--- config.mk ---
export PLATFORM = sky130hd
export DESIGN_NAME = race_tick_scheduler
export DESIGN_NICKNAME = d
export VERILOG_FILES = /design/src/rtl/race_tick_scheduler.sv
export SDC_FILE = /design/constraint.sdc
export NUM_CORES = 1
export LEC_CHECK = 0
export ABC_AREA = 1
export BUFFER_PORTS_ARGS = -buffer_cell sky130_fd_sc_hd__buf_2
export CAP_MARGIN = 0
export CORE_ASPECT_RATIO = 1.2
export CORE_UTILIZATION = 41
export DETAILED_ROUTE_END_ITERATION = 8
export PLACE_DENSITY = 0.64
export SLEW_MARGIN = 5
export SYNTH_ARGS = -nofsm -noshare
export SYNTH_HDL_FRONTEND = slang
export SYNTH_SLANG_ARGS = --single-unit
--- constraint.sdc ---
create_clock -name clock -period 2.4 [get_ports clock]
set_input_delay 0.36 -clock clock [delete_from_list [all_inputs] [get_ports clock]]
set_output_delay 0.36 -clock clock [all_outputs]
set_load 0.01 [all_outputs]
--- src/rtl/race_tick_scheduler.sv ---
// Game-speed scheduler: gates the base rate divider, turns base ticks into step strobes and ramps difficulty.
// Optional feature: define RACE_BOOST_EN to add the boost input (halves the effective step period in RUN).
module race_tick_scheduler #(
  parameter int PERIOD_W        = 4,
  parameter int START_PERIOD    = 8,
  parameter int MIN_PERIOD      = 2,
  parameter int STEPS_PER_LEVEL = 16,
  parameter int LEVEL_W         = 3
) (
  input  logic               clock,
  input  logic               resetn,
  input  logic               start,
  input  logic               pause,
  input  logic               crash,
  input  logic               tick_in,
`ifdef RACE_BOOST_EN
  input  logic               boost,
`endif
  output logic               div_enable,
  output logic               step_pulse,
  output logic [LEVEL_W-1:0] level,
  output logic [1:0]         state_out
);

  localparam int                  STEP_W    = $clog2(STEPS_PER_LEVEL + 1);
  localparam logic [PERIOD_W-1:0] START_P   = PERIOD_W'(START_PERIOD);
  localparam logic [PERIOD_W-1:0] MIN_P     = PERIOD_W'(MIN_PERIOD);
  localparam logic [STEP_W-1:0]   STEP_LAST = STEP_W'(STEPS_PER_LEVEL - 1);
  localparam logic [LEVEL_W-1:0]  MAX_LEVEL = '1;

  typedef enum logic [1:0] {
    IDLE    = 2'd0,
    RUN     = 2'd1,
    PAUSED  = 2'd2,
    CRASHED = 2'd3
  } state_t;

  state_t              state;
  logic [PERIOD_W-1:0] period;
  logic [PERIOD_W-1:0] tick_cnt;
  logic [PERIOD_W-1:0] eff_period;
  logic [STEP_W-1:0]   step_cnt;
  logic                fire;

`ifdef RACE_BOOST_EN
  logic [PERIOD_W-1:0] half_period;

  assign half_period = period >> 1;

  always_comb begin
    eff_period = period;
    if (boost && state == RUN) begin
      eff_period = (half_period == '0) ? PERIOD_W'(1) : half_period;
    end
  end
`else
  assign eff_period = period;
`endif

  // >= rather than == so a period that shrinks mid-count fires on the next tick instead of wrapping.
  assign fire = (tick_cnt >= eff_period - PERIOD_W'(1));

  assign state_out = state;

  always_ff @(posedge clock or negedge resetn) begin
    if (!resetn) begin
      state      <= IDLE;
      div_enable <= 1'b0;
      step_pulse <= 1'b0;
      level      <= '0;
      period     <= START_P;
      tick_cnt   <= '0;
      step_cnt   <= '0;
    end else begin
      step_pulse <= 1'b0;
      case (state)
        // CRASHED keeps level and counters visible for the score display until restart.
        IDLE, CRASHED: begin
          if (start) begin
            state      <= RUN;
            div_enable <= 1'b1;
            level      <= '0;
            period     <= START_P;
            tick_cnt   <= '0;
            step_cnt   <= '0;
          end else begin
            div_enable <= 1'b0;
          end
        end
        RUN: begin
          if (crash) begin
            state      <= CRASHED;
            div_enable <= 1'b0;
          end else if (pause) begin
            state      <= PAUSED;
            div_enable <= 1'b0;
          end else begin
            div_enable <= 1'b1;
            if (tick_in) begin
              if (fire) begin
                step_pulse <= 1'b1;
                tick_cnt   <= '0;
                if (step_cnt == STEP_LAST) begin
                  step_cnt <= '0;
                  if (level != MAX_LEVEL) level <= level + LEVEL_W'(1);
                  if (period > MIN_P) period <= period - PERIOD_W'(1);
                end else begin
                  step_cnt <= step_cnt + STEP_W'(1);
                end
              end else begin
                tick_cnt <= tick_cnt + PERIOD_W'(1);
              end
            end
          end
        end
        PAUSED: begin
          if (crash) begin
            state      <= CRASHED;
            div_enable <= 1'b0;
          end else if (!pause) begin
            state      <= RUN;
            div_enable <= 1'b1;
          end else begin
            div_enable <= 1'b0;
          end
        end
      endcase
    end
  end

endmodule
# After elaboration in Yosys (flattened, before gate mapping)
# Index checks and enable logic that the tools add are counted.
# totals
ff_bits	20
inputBits	6
output_inout_bits	7
wordCells	81
# classes
add_sub_neg	4
n_lt_le_gt_ge	2
eq_ne	15
mux	44
n_reduce_logical	9
# ops
op	count
two-way mux 4 bit	12
two-way mux 5 bit	6
two-way mux 3 bit	7
!= test 2 bit (second input constant)	8
one-hot mux 4 bit (2 select lines)	2
AND reduction 8 bit	2
two-way mux 2 bit	5
one-hot mux 5 bit (2 select lines)	1
!= test 3 bit (second input constant)	3
two-way mux 1 bit	8
one-hot mux 2 bit (3 select lines)	1
one-hot mux 3 bit (2 select lines)	1
AND reduction 6 bit	1
adder 5 x 1 -> 5 bit (second input constant)	1
== test 5 x 4 -> 1 bit (second input constant)	1
AND reduction 5 bit	1
adder 4 x 1 -> 4 bit (second input constant)	1
== test 2 bit (second input constant)	2
>= comparator 4 bit	1
greater-than comparator 4 x 2 -> 1 bit (second input constant)	1
OR reduction 2 bit	2
subtractor 4 x 1 -> 4 bit (second input constant)	1
adder 3 x 1 -> 3 bit (second input constant)	1
AND reduction 3 bit	1
other kinds (4)	4

# Depth between registers and ports, before layout
# Gate-level depths: netlist of the first run.
# logic_depth
word_depth	8
depth_mapped	13
mapped_depth_nobuf	12

# Worst setup path before layout of the first run
# OpenSTA, ideal clock, no wires.
# synth_timing
path_type	register to register
start	reg period[0], in the netlist eff_period[0]
end	reg period[0], in the netlist eff_period[0]
arrival_ps	1732
required_ps	2283
slack_ps	551
stages_incl_launch_ff	12
n_path_buf	1
synth_period_minus_slack_ps	1849
cell_sequence	dfrtp_1 -> inv_1 -> ha_1 -> xnor2_1 -> ha_1 -> nand2_1 -> inv_1 -> nand2_1 -> nand4_1 -> buf_2 -> nand4_1 -> nand2_1
# synth_between
elab_chain_len	8
word_cells_on_any_way	13
classes_between	add/sub: 1; order compare: 2; eq/ne: 2; mux: 7; reduce/logical: 1
# synth_lines
element	line_no	text
start: declaration	39	logic [PERIOD_W-1:0] period;
start signal: assignment	106	if (period > MIN_P) period <= period - PERIOD_W'(1);
subtractor 4 x 1 -> 4 bit	61, 106	
two-way mux 4 bit	106	
two-way mux 4 bit	103	if (step_cnt == STEP_LAST) begin
two-way mux 4 bit	100	if (fire) begin
two-way mux 4 bit	99	if (tick_in) begin
two-way mux 4 bit	94	end else if (pause) begin
two-way mux 4 bit	91	if (crash) begin
one-hot mux 4 bit (2 select lines)	76	case (state)
# Parallel ways exist; a longest one is shown, timed or not. The select of a mux whose other input is x is not followed.
# A chain may end at the register's enable or synchronous reset.

# Worst setup path after layout of the first run
# layout_timing
start	reg period[0], in the netlist eff_period[0]
end	reg level[1]
# layout_between
elab_chain_len	4
# layout_lines
element	line_no	text
subtractor 4 x 1 -> 4 bit	61	assign fire = (tick_cnt >= eff_period - PERIOD_W'(1));
>= comparator 4 bit	61	
!= test 2 bit (no line)	--	
AND reduction 8 bit (no line)	--	
end signal: assignment	105	if (level != MAX_LEVEL) level <= level + LEVEL_W'(1);
end: declaration	21	output logic [LEVEL_W-1:0] level,
# Every way passes these cells.

==> results of run 1 <==
==> path summary, 6_finish.rpt <==
kind / from / to / cells after the start
setup / recovery: eff_period[0] / level[1] / 12
hold / removal: resetn / state_out[1] / 1
setup reg to reg: eff_period[0] / level[1] / 12
hold reg to reg: eff_period[3] / eff_period[3] / 2
max in group asynchronous: resetn / eff_period[3] / 1
min in group clock: start / div_enable / 3
==> synthesized netlist by cell type, types with 2 or more instances <==
library cell	number	area (um2)
nand2_1	46	172.7
inv_1	22	82.58
dfrtp_1	19	475.5
ha_1	12	150.1
nor2_1	12	45.04
nand3_1	11	55.05
nand4_1	11	68.82
o21ai_2	5	43.79
a21oi_1	4	20.02
o21ai_0	4	20.02
nand2_2	3	18.77
nor2_2	3	18.77
or2_2	3	18.77
buf_2	2	10.01
nand3_2	2	20.02
xnor2_1	2	17.52
==> power breakdown <==
group          switching, W  internal [W]
clock              0.000102     0.0000924
combinational      0.000750      0.000421
sequential        0.0000954      0.000459
==> worst max-delay path, delay by kind of cell, from the launching register on <==
| kind | cells | cell delay (ns) |
|---|---|---|
| flops | 1 | 0.38 |
| simple gates | 6 | 0.60 |
| buf+inv | 3 | 0.43 |
| fa+ha+maj | 2 | 0.49 |
| xor+xnor | 1 | 0.22 |
==> cells by family after synthesis <==
logic type               after synthesis  synth area share
buffers and inverters                 27           0.08622
XOR/XNOR                               2           0.01312
AO/OA/AOI/OAI                         15           0.07311
flip-flops                            20            0.3758
adder cells (fa/ha/maj)               12            0.1125
AND/OR/NAND/NOR                       95            0.3393
==> layer usage <==
layer  wire length, um  GRT usage
met4                67    0.09936
met1              1193     0.2147
met5                 0          0
met3                62    0.02113
met2              1215     0.3102
==> flip-flops by register name (all words and copies together), names as in the netlist <==
signal      flops
level           3
eff_period      4
state_out       2
div_enable      1
tick_cnt        4
step_cnt        5
step_pulse      1
==> stage by stage <==
step,area [um2],total power [W]
6_report,1463,0.001921
5_1_grt,1463,0.002151
4_1_cts,1463,0.001941
3_5_place_dp,1426,0.001739
3_3_place_gp,1426,0.001687
2_1_floorplan,1335,0.001483
==> final cells by class <==
class / count / area share
Inverter: 23 / 0.05902
Clock buffer: 4 / 0.02481
Timing Repair Buffer: 14 / 0.05133
Sequential cell: 20 / 0.3430
Tap cell: 36 / 0.03080
Multi-Input combinational cell: 124 / 0.4910
==> run summary, run 1 <==
CTS resizes: 0
Inserted Clock Buffers: 3
commonest non-fill, non-tap cell in the layout: nand2_1
CP max-delay cell: dfrtp_1
pre-CTS setup slack: 0.2538 ns
CTS max path bufs: 2
Synth Cell Area: 1335 um2
fillers: 318
number of synthesized flops with an enable pin: 0
relative slew slack: 0.6231
Die H: 64.51 um
period utilisation layout: 0.9063
postcts setup bufs: 0
Placed Instances: 217
initial DRC count: 17
Worst Skew: 0.003692 ns
Cell Chain, Critical Path: inv_1, ha_1, xnor2_1, ha_1, nand2_1, inv_1, nand2_1, nand4_1, buf_4, nand3_1, nand2_1, nand2_1
Ant. Diodes: 0
status: finished, violations left
YS warnings: 0
CP Class: flop to flop
Worst Tran Pin Value: 0.5654 ns
register area: 501.7 um2
setup TNS after final layout: 0 ns
Hold Crit Class: input port to asynchronous set/reset pin
R2R Setup Slk: 0.22 ns
Via Count: 1120
f_max: 0.4597 GHz
multi-input logic area: 718.2 um2
crit-path max FO: 9
sequential-to-total area share from yosys stat: 0.3758
total die area: 3489 um2
proportion of layout cells with a drive suffix above 1: 0.2000
detailed placement HPWL: 1982 um
first-pass GRT wire length: 4629 um
FP Rows: 22
final hold viol count: 19
Syn Nets: 189
Pins Over Slew Limit: 0
Worst Hold Slack: -0.006192 ns
antenna-violating nets left: 0
most frequent CP cell: nand2_1
most frequent cells in the layout: nand2_1 (46), inv_1 (22), dfrtp_1 (19)
mean post-synth cell area: 7.807 um2
CP peak stage delay: 0.38 ns
vias in the first global route: 1138
Worst Setup Start Kind: flop
Max Cap Viol: 0
DRC Markers: 0
gr usage total: 0.1825
Arrival @ worst endpoint: 2.42 ns
synthesis-to-finish area growth: 9.559%
Placeable Area: 3083 um2
Num Clock Sinks: 20
Yosys cell types: 26
# IOs: 13
Root Buffer: clkbuf_4
Worst-path clk slew: 0.11 ns
clock tree from TritonCTS: yes
Final setup violation count: 0
Total Wirelength: 2538 um
Pwr Density: 1313 nW/um2
CTS Hold Bufs: 0
drt first pass iters: 4
Routed WL per cell: 11.48 um
LEAKAGE: 0.8098 nW
port bufs: 12
Async S/R FF share, synth: 1.000
number of H-tree levels: 1
RePlAce Congestion: 0.8399
critical path required time: 2.64 ns
synthesized flop and latch total: 20
Final Core Density: 0.4744
failing checks: hold timing
largest net degree at the start of global routing: 21
predominant post-synthesis flop cell: dfrtp_1
vias per std cell: 5.068
initial antenna violation count: 0
GRT overflow: 0
fin cells: 221
RSZ-0062 raised after global routing: no
clock latency on the worst-skew pair: 0.29 ns
Synth Instances: 171
die span in x: 54.09 um
nets: 204
fin crit period: 2.175 ns
post-route setup slack: 0.2248 ns
Max rail drop VDD: 0.6320 mV
Worst setup EP type: flop
initial core utilization: 0.4330
Note: power is estimated with default switching activity, not from simulation.
==> run 2: changes to the inputs <==
--- a/config.mk
+++ b/config.mk
@@ -8,3 +8,2 @@
 export ABC_AREA = 1
-export BUFFER_PORTS_ARGS = -buffer_cell sky130_fd_sc_hd__buf_2
 export CAP_MARGIN = 0
@@ -13,3 +12,5 @@
 export DETAILED_ROUTE_END_ITERATION = 8
-export PLACE_DENSITY = 0.64
+export DONT_BUFFER_PORTS = 1
+export GPL_ROUTABILITY_DRIVEN = 0
+export PLACE_DENSITY = 0.6
 export SLEW_MARGIN = 5
--- a/constraint.sdc
+++ b/constraint.sdc
@@ -3,2 +3,2 @@
 set_output_delay 0.36 -clock clock [all_outputs]
-set_load 0.01 [all_outputs]
+set_load 0.005 [all_outputs]
==> run summary, run 2 (synthesized netlist as in run 1, its figures left out) <==
Inserted Clock Buffers: 3 (unchanged)
vias in the first global route: 1062 (-6.7%)
Worst setup EP type: flop
Num Clock Sinks: 20 (unchanged)
gr usage total: 0.1736 (-0.008900)
drt first pass iters: 4 (unchanged)
Max Cap Viol: 0 (unchanged)
clock tree from TritonCTS: yes
Final Core Density: 0.4606 (-0.01380)
Worst Tran Pin Value: 0.9226 ns (+0.3572 ns)
initial antenna violation count: 0 (unchanged)
CTS max path bufs: 2 (unchanged)
cell area after layout: 1420 um2 (-2.9%)
Arrival @ worst endpoint: 2.44 ns (+0.02 ns)
R2R Setup Slk: 0.21 ns (-0.02 ns)
first-pass GRT wire length: 4409 um (-4.8%)
vias per std cell: 5.251 (+3.6%)
Via Count: 1108 (-1.1%)
number of flip-flops in the largest register: 5 (unchanged)
Worst Skew: 0.001400 ns (-0.002292 ns)
GRT overflow: 0 (unchanged)
initial core utilization: 0.4330 (unchanged)
Worst Hold Slack: 0.1800 ns (+0.1862 ns)
fin cells: 211 (-4.5%)
period utilisation layout: 0.9129 (+0.006602)
Total Wirelength: 2594 um (+2.2%)
proportion of layout cells with a drive suffix above 1: 0.1486 (-0.05143)
relative slew slack: 0.3829 (-0.2402)
setup TNS after final layout: 0 ns (unchanged)
# IOs: 13 (unchanged)
nets: 194 (-4.9%)
synthesis-to-finish area growth: 6.373%
Hold Crit Class: input port to flop
fin crit period: 2.191 ns (+0.01585 ns)
CP Class: flop to flop
most frequent cells in the layout: nand2_1 (46), inv_1 (22), dfrtp_1 (19)
clock latency on the worst-skew pair: 0.30 ns (about the same)
FP Rows: 22 (unchanged)
Pins Over Slew Limit: 0 (unchanged)
Max rail drop VDD: 0.5367 mV (-15%)
total die area: 3489 um2 (unchanged)
Pwr Density: 1333 nW/um2 (+1.5%)
Routed WL per cell: 12.29 um (+7.1%)
crit-path max FO: 9 (unchanged)
critical path required time: 2.65 ns (about the same)
largest net degree at the start of global routing: 21 (unchanged)
commonest non-fill, non-tap cell in the layout: nand2_1
antenna-violating nets left: 0 (unchanged)
Most flops, register: step_cnt
f_max: 0.4564 GHz (-0.72%)
Worst Setup Start Kind: flop
final hold viol count: 0 (-19)
die span in x: 54.09 um (unchanged)
number of H-tree levels: 1 (unchanged)
Die H: 64.51 um (unchanged)
Area after DPL: 1374 um2 (-3.7%)
status: finished clean
Placeable Area: 3083 um2 (unchanged)
initial DRC count: 26 (+9)
Ant. Diodes: 0 (unchanged)
DRC Markers: 0 (unchanged)
Worst-path clk slew: 0.12 ns (about the same)
Placed Instances: 206 (-5.1%)
detailed placement HPWL: 1914 um (-3.4%)
Final setup violation count: 0 (unchanged)
Root Buffer: clkbuf_4
RSZ-0062 raised after global routing: no
port bufs: 0 (-12)
LEAKAGE: 0.7661 nW (-5.4%)
-- run 2: cell types whose count changed in the layout (fill, tap and decap cells not counted), sizes merged --
cell | previous run | this run
buf | 14 | 3
dlygate4sd3 | 0 | 1
-- run 2: cell type report --
class,instances,area [um2]
flip-flops and latches,20,501.7
multi-input cells,124,718.2
repair buffers,4,32.53
well taps,36,45.04
inverters,23,86.33
clock buffers,4,36.28
fillers,311,1663
-- run 2: per-layer routing --
layer | up-vias | track usage | part of all wire
met5 | - | 0 | 0
met4 | 0 | 0.07692 | 0.018
met3 | 5 | 0.02347 | 0.040
met2 | 28 | 0.2994 | 0.51
met1 | 512 | 0.2058 | 0.44
li1 | 563 | - | -
-- run 2: where the power goes --
group / total [W] / switching [W] / internal, W
registers: 0.000564 / 0.000104 / 0.000459
clock network: 0.000202 / 0.000110 / 0.0000926
logic: 0.00113 / 0.000721 / 0.000405
total: 0.00189 / 0.000935 / 0.000957
-- run 2: stage by stage --
| step | setup WS (ns) | total power (W) |
|---|---|---|
| 2_1_floorplan | 0.5508 | 0.001467 |
| 3_3_place_gp | 0.3386 | 0.001654 |
| 3_5_place_dp | 0.2523 | 0.001687 |
| 4_1_cts | 0.1966 | 0.001916 |
| 5_1_grt | 0.03364 | 0.002101 |
| 6_report | 0.2090 | 0.001892 |
-- run 2: path summary, 6_finish.rpt --
check,startpoint,cells after the start,to
setup / recovery,eff_period[2],10,level[0]
hold / removal,tick_in,2,step_pulse
setup reg to reg,eff_period[2],10,level[0]
hold reg to reg,eff_period[3],2,eff_period[3]
max in group asynchronous,resetn,1,eff_period[0]
min in group asynchronous,resetn,1,state_out[1]
-- run 2: timing repair --
item,in CTS,in global routing
buffers inserted,0,0
hold buffers,1,0
hold endpoints to repair,20,0
gates resized for setup,0,0
setup endpoints to repair,0,0
-- run 2: worst max-delay path, stage by stage (launching register included) --
cell      delay [ns]
dfrtp_1         0.45
nor2_1          0.14
nand3b_1        0.12
and2_1          0.18
ha_1            0.28
a21oi_1         0.19
nand4_1         0.24
buf_4           0.27
nand3_1         0.13
nand2_1         0.06
nand2_1         0.06
==> run 3: changes to the inputs <==
Settings changed: MAX_ROUTING_LAYER from default to met4.
==> run summary, run 3 (synthesized netlist as in run 1, its figures left out) <==
status: finished clean
# IOs: 13 (unchanged)
first-pass GRT wire length: 4409 um (unchanged)
Num Clock Sinks: 20 (unchanged)
DRC Markers: 0 (unchanged)
Hold Path Origin: tick_in
GRT overflow: 0 (unchanged)
Worst setup EP type: flop
largest net degree at the start of global routing: 21 (unchanged)
final hold viol count: 0 (unchanged)
worst r2r src: eff_period[2]
combinational power share: 0.596 (about the same)
most frequent cells in the layout: nand2_1 (46), inv_1 (22), dfrtp_1 (19)
Worst Tran Pin Value: 0.9202 ns (-0.002379 ns)
clock latency on the worst-skew pair: 0.30 ns (about the same)
detailed placement HPWL: 1914 um (unchanged)
fin crit period: 2.194 ns (+0.003374 ns)
Worst-path clk slew: 0.12 ns (about the same)
commonest non-fill, non-tap cell in the layout: nand2_1
number of flip-flops in the largest register: 5 (unchanged)
fin cells: 211 (unchanged)
Ant. Diodes: 0 (unchanged)
Worst Hold Slack: 0.1829 ns (+0.002915 ns)
R2R Setup Slk: 0.21 ns (about the same)
Worst Skew: 0.002277 ns (+0.0008774 ns)
port bufs: 0 (unchanged)
Sequential Power Share: 0.298 (about the same)
CTS Hold Bufs: 1 (unchanged)
Pwr Density: 1331 nW/um2 (-0.14%)
Placeable Area: 3083 um2 (unchanged)
critical path required time: 2.65 ns (about the same)
cell area after layout: 1420 um2 (unchanged)
RR Endpoint: level[0]
CTS resizes: 0 (unchanged)
Max rail drop VDD: 0.5356 mV (-0.21%)
synthesis-to-finish area growth: 6.373% (unchanged)
initial core utilization: 0.4330 (unchanged)
total power: 0.001890 W (-0.14%)
Routed WL per cell: 12.25 um (-0.39%)
period utilisation layout: 0.9143 (+0.001406)
switching power: 0.0009326 W (-0.30%)
Root Buffer: clkbuf_4
LEAKAGE: 0.7661 nW (unchanged)
Die H: 64.51 um (unchanged)
Max Cap Viol: 0 (unchanged)
cell-internal power: 0.0009571 W (about the same)
number of H-tree levels: 1 (unchanged)
postcts setup bufs: 0 (unchanged)
Area after DPL: 1374 um2 (unchanged)
gr usage total: 0.1782 (+0.004528)
Most flops, register: step_cnt
Inserted Clock Buffers: 3 (unchanged)
Clock Power Share: 0.106 (about the same)
CTS max path bufs: 2 (unchanged)
Via Count: 1099 (-0.81%)
Pins Over Slew Limit: 0 (unchanged)
Total Wirelength: 2584 um (-0.39%)
proportion of layout cells with a drive suffix above 1: 0.1486 (unchanged)
RSZ-0062 raised after global routing: no
die span in x: 54.09 um (unchanged)
initial DRC count: 26 (unchanged)
vias in the first global route: 1062 (unchanged)
clock tree from TritonCTS: yes
vias per std cell: 5.209 (-0.81%)
Hold Crit Depth: 2 (unchanged)
crit-path max FO: 9 (unchanged)
Placed Instances: 206 (unchanged)
WHS Endpoint: step_pulse
initial antenna violation count: 0 (unchanged)
setup TNS after final layout: 0 ns (unchanged)
FP Rows: 22 (unchanged)
relative slew slack: 0.3845 (+0.001591)
drt first pass iters: 4 (unchanged)
total die area: 3489 um2 (unchanged)
switching share of power: 0.4935 (-0.0008006)
Arrival @ worst endpoint: 2.44 ns (about the same)
Worst Setup Start Kind: flop
Final setup violation count: 0 (unchanged)
antenna-violating nets left: 0 (unchanged)
CP Class: flop to flop
f_max: 0.4557 GHz (-0.15%)
nets: 194 (unchanged)
R2R cell count: 10 (unchanged)
Hold Crit Class: input port to flop
## run 3: cell counts in the layout (fill, tap and decap cells not counted)
No cell type changed its count.
## run 3: how the worst max path moves through the flow
stage	slack, ns	startpoint	cells past startpoint	end
2_1_floorplan	0.55	eff_period[0]	11	eff_period[0]
3_3_place_gp	0.34	eff_period[2]	10	level[1]
3_5_place_dp	0.25	eff_period[0]	12	level[0]
4_1_cts	0.20	eff_period[0]	12	level[0]
5_1_grt	0.03	eff_period[0]	12	eff_period[1]
6_report	0.21	eff_period[2]	10	level[0]
## run 3: cell type report
| cell class | instances | area (um2) |
|---|---|---|
| Multi-Input combinational cell | 124 | 718.2 |
| Fill cell | 311 | 1663 |
| Tap cell | 36 | 45.04 |
| Timing Repair Buffer | 4 | 32.53 |
| Sequential cell | 20 | 501.7 |
| Inverter | 23 | 86.33 |
| Clock buffer | 4 | 36.28 |
## run 3: per-stage QoR
| stage | utilization | setup slack, ns |
|---|---|---|
| floorplan | - | 0.5508 |
| global placement | 0.4456 | 0.3386 |
| detailed placement | 0.4456 | 0.2523 |
| CTS | 0.4606 | 0.1966 |
| global route | 0.4606 | 0.03364 |
| finish | 0.4606 | 0.2056 |
## run 3: worst max-delay path: stages, from the launching register on
cell      delay, ns
dfrtp_1        0.45
nor2_1         0.14
nand3b_1       0.12
and2_1         0.18
ha_1           0.28
a21oi_1        0.19
nand4_1        0.25
buf_4          0.27
nand3_1        0.13
nand2_1        0.06
nand2_1        0.06
## run 3: power groups by stage
stage          Sequential, W  Clock, W  Combinational (W)
2_1_floorplan       0.000546         0           0.000921
3_3_place_gp        0.000568         0            0.00109
3_5_place_dp        0.000572         0            0.00112
4_1_cts             0.000564  0.000213            0.00114
5_1_grt             0.000587  0.000220            0.00129
6_report            0.000563  0.000201            0.00113
## run 3: layer usage
layer	share of wire	GRT usage
met2	0.51	0.2994
met1	0.44	0.2058
met4	0.015	0.07692
met3	0.036	0.02347
met5	0	-
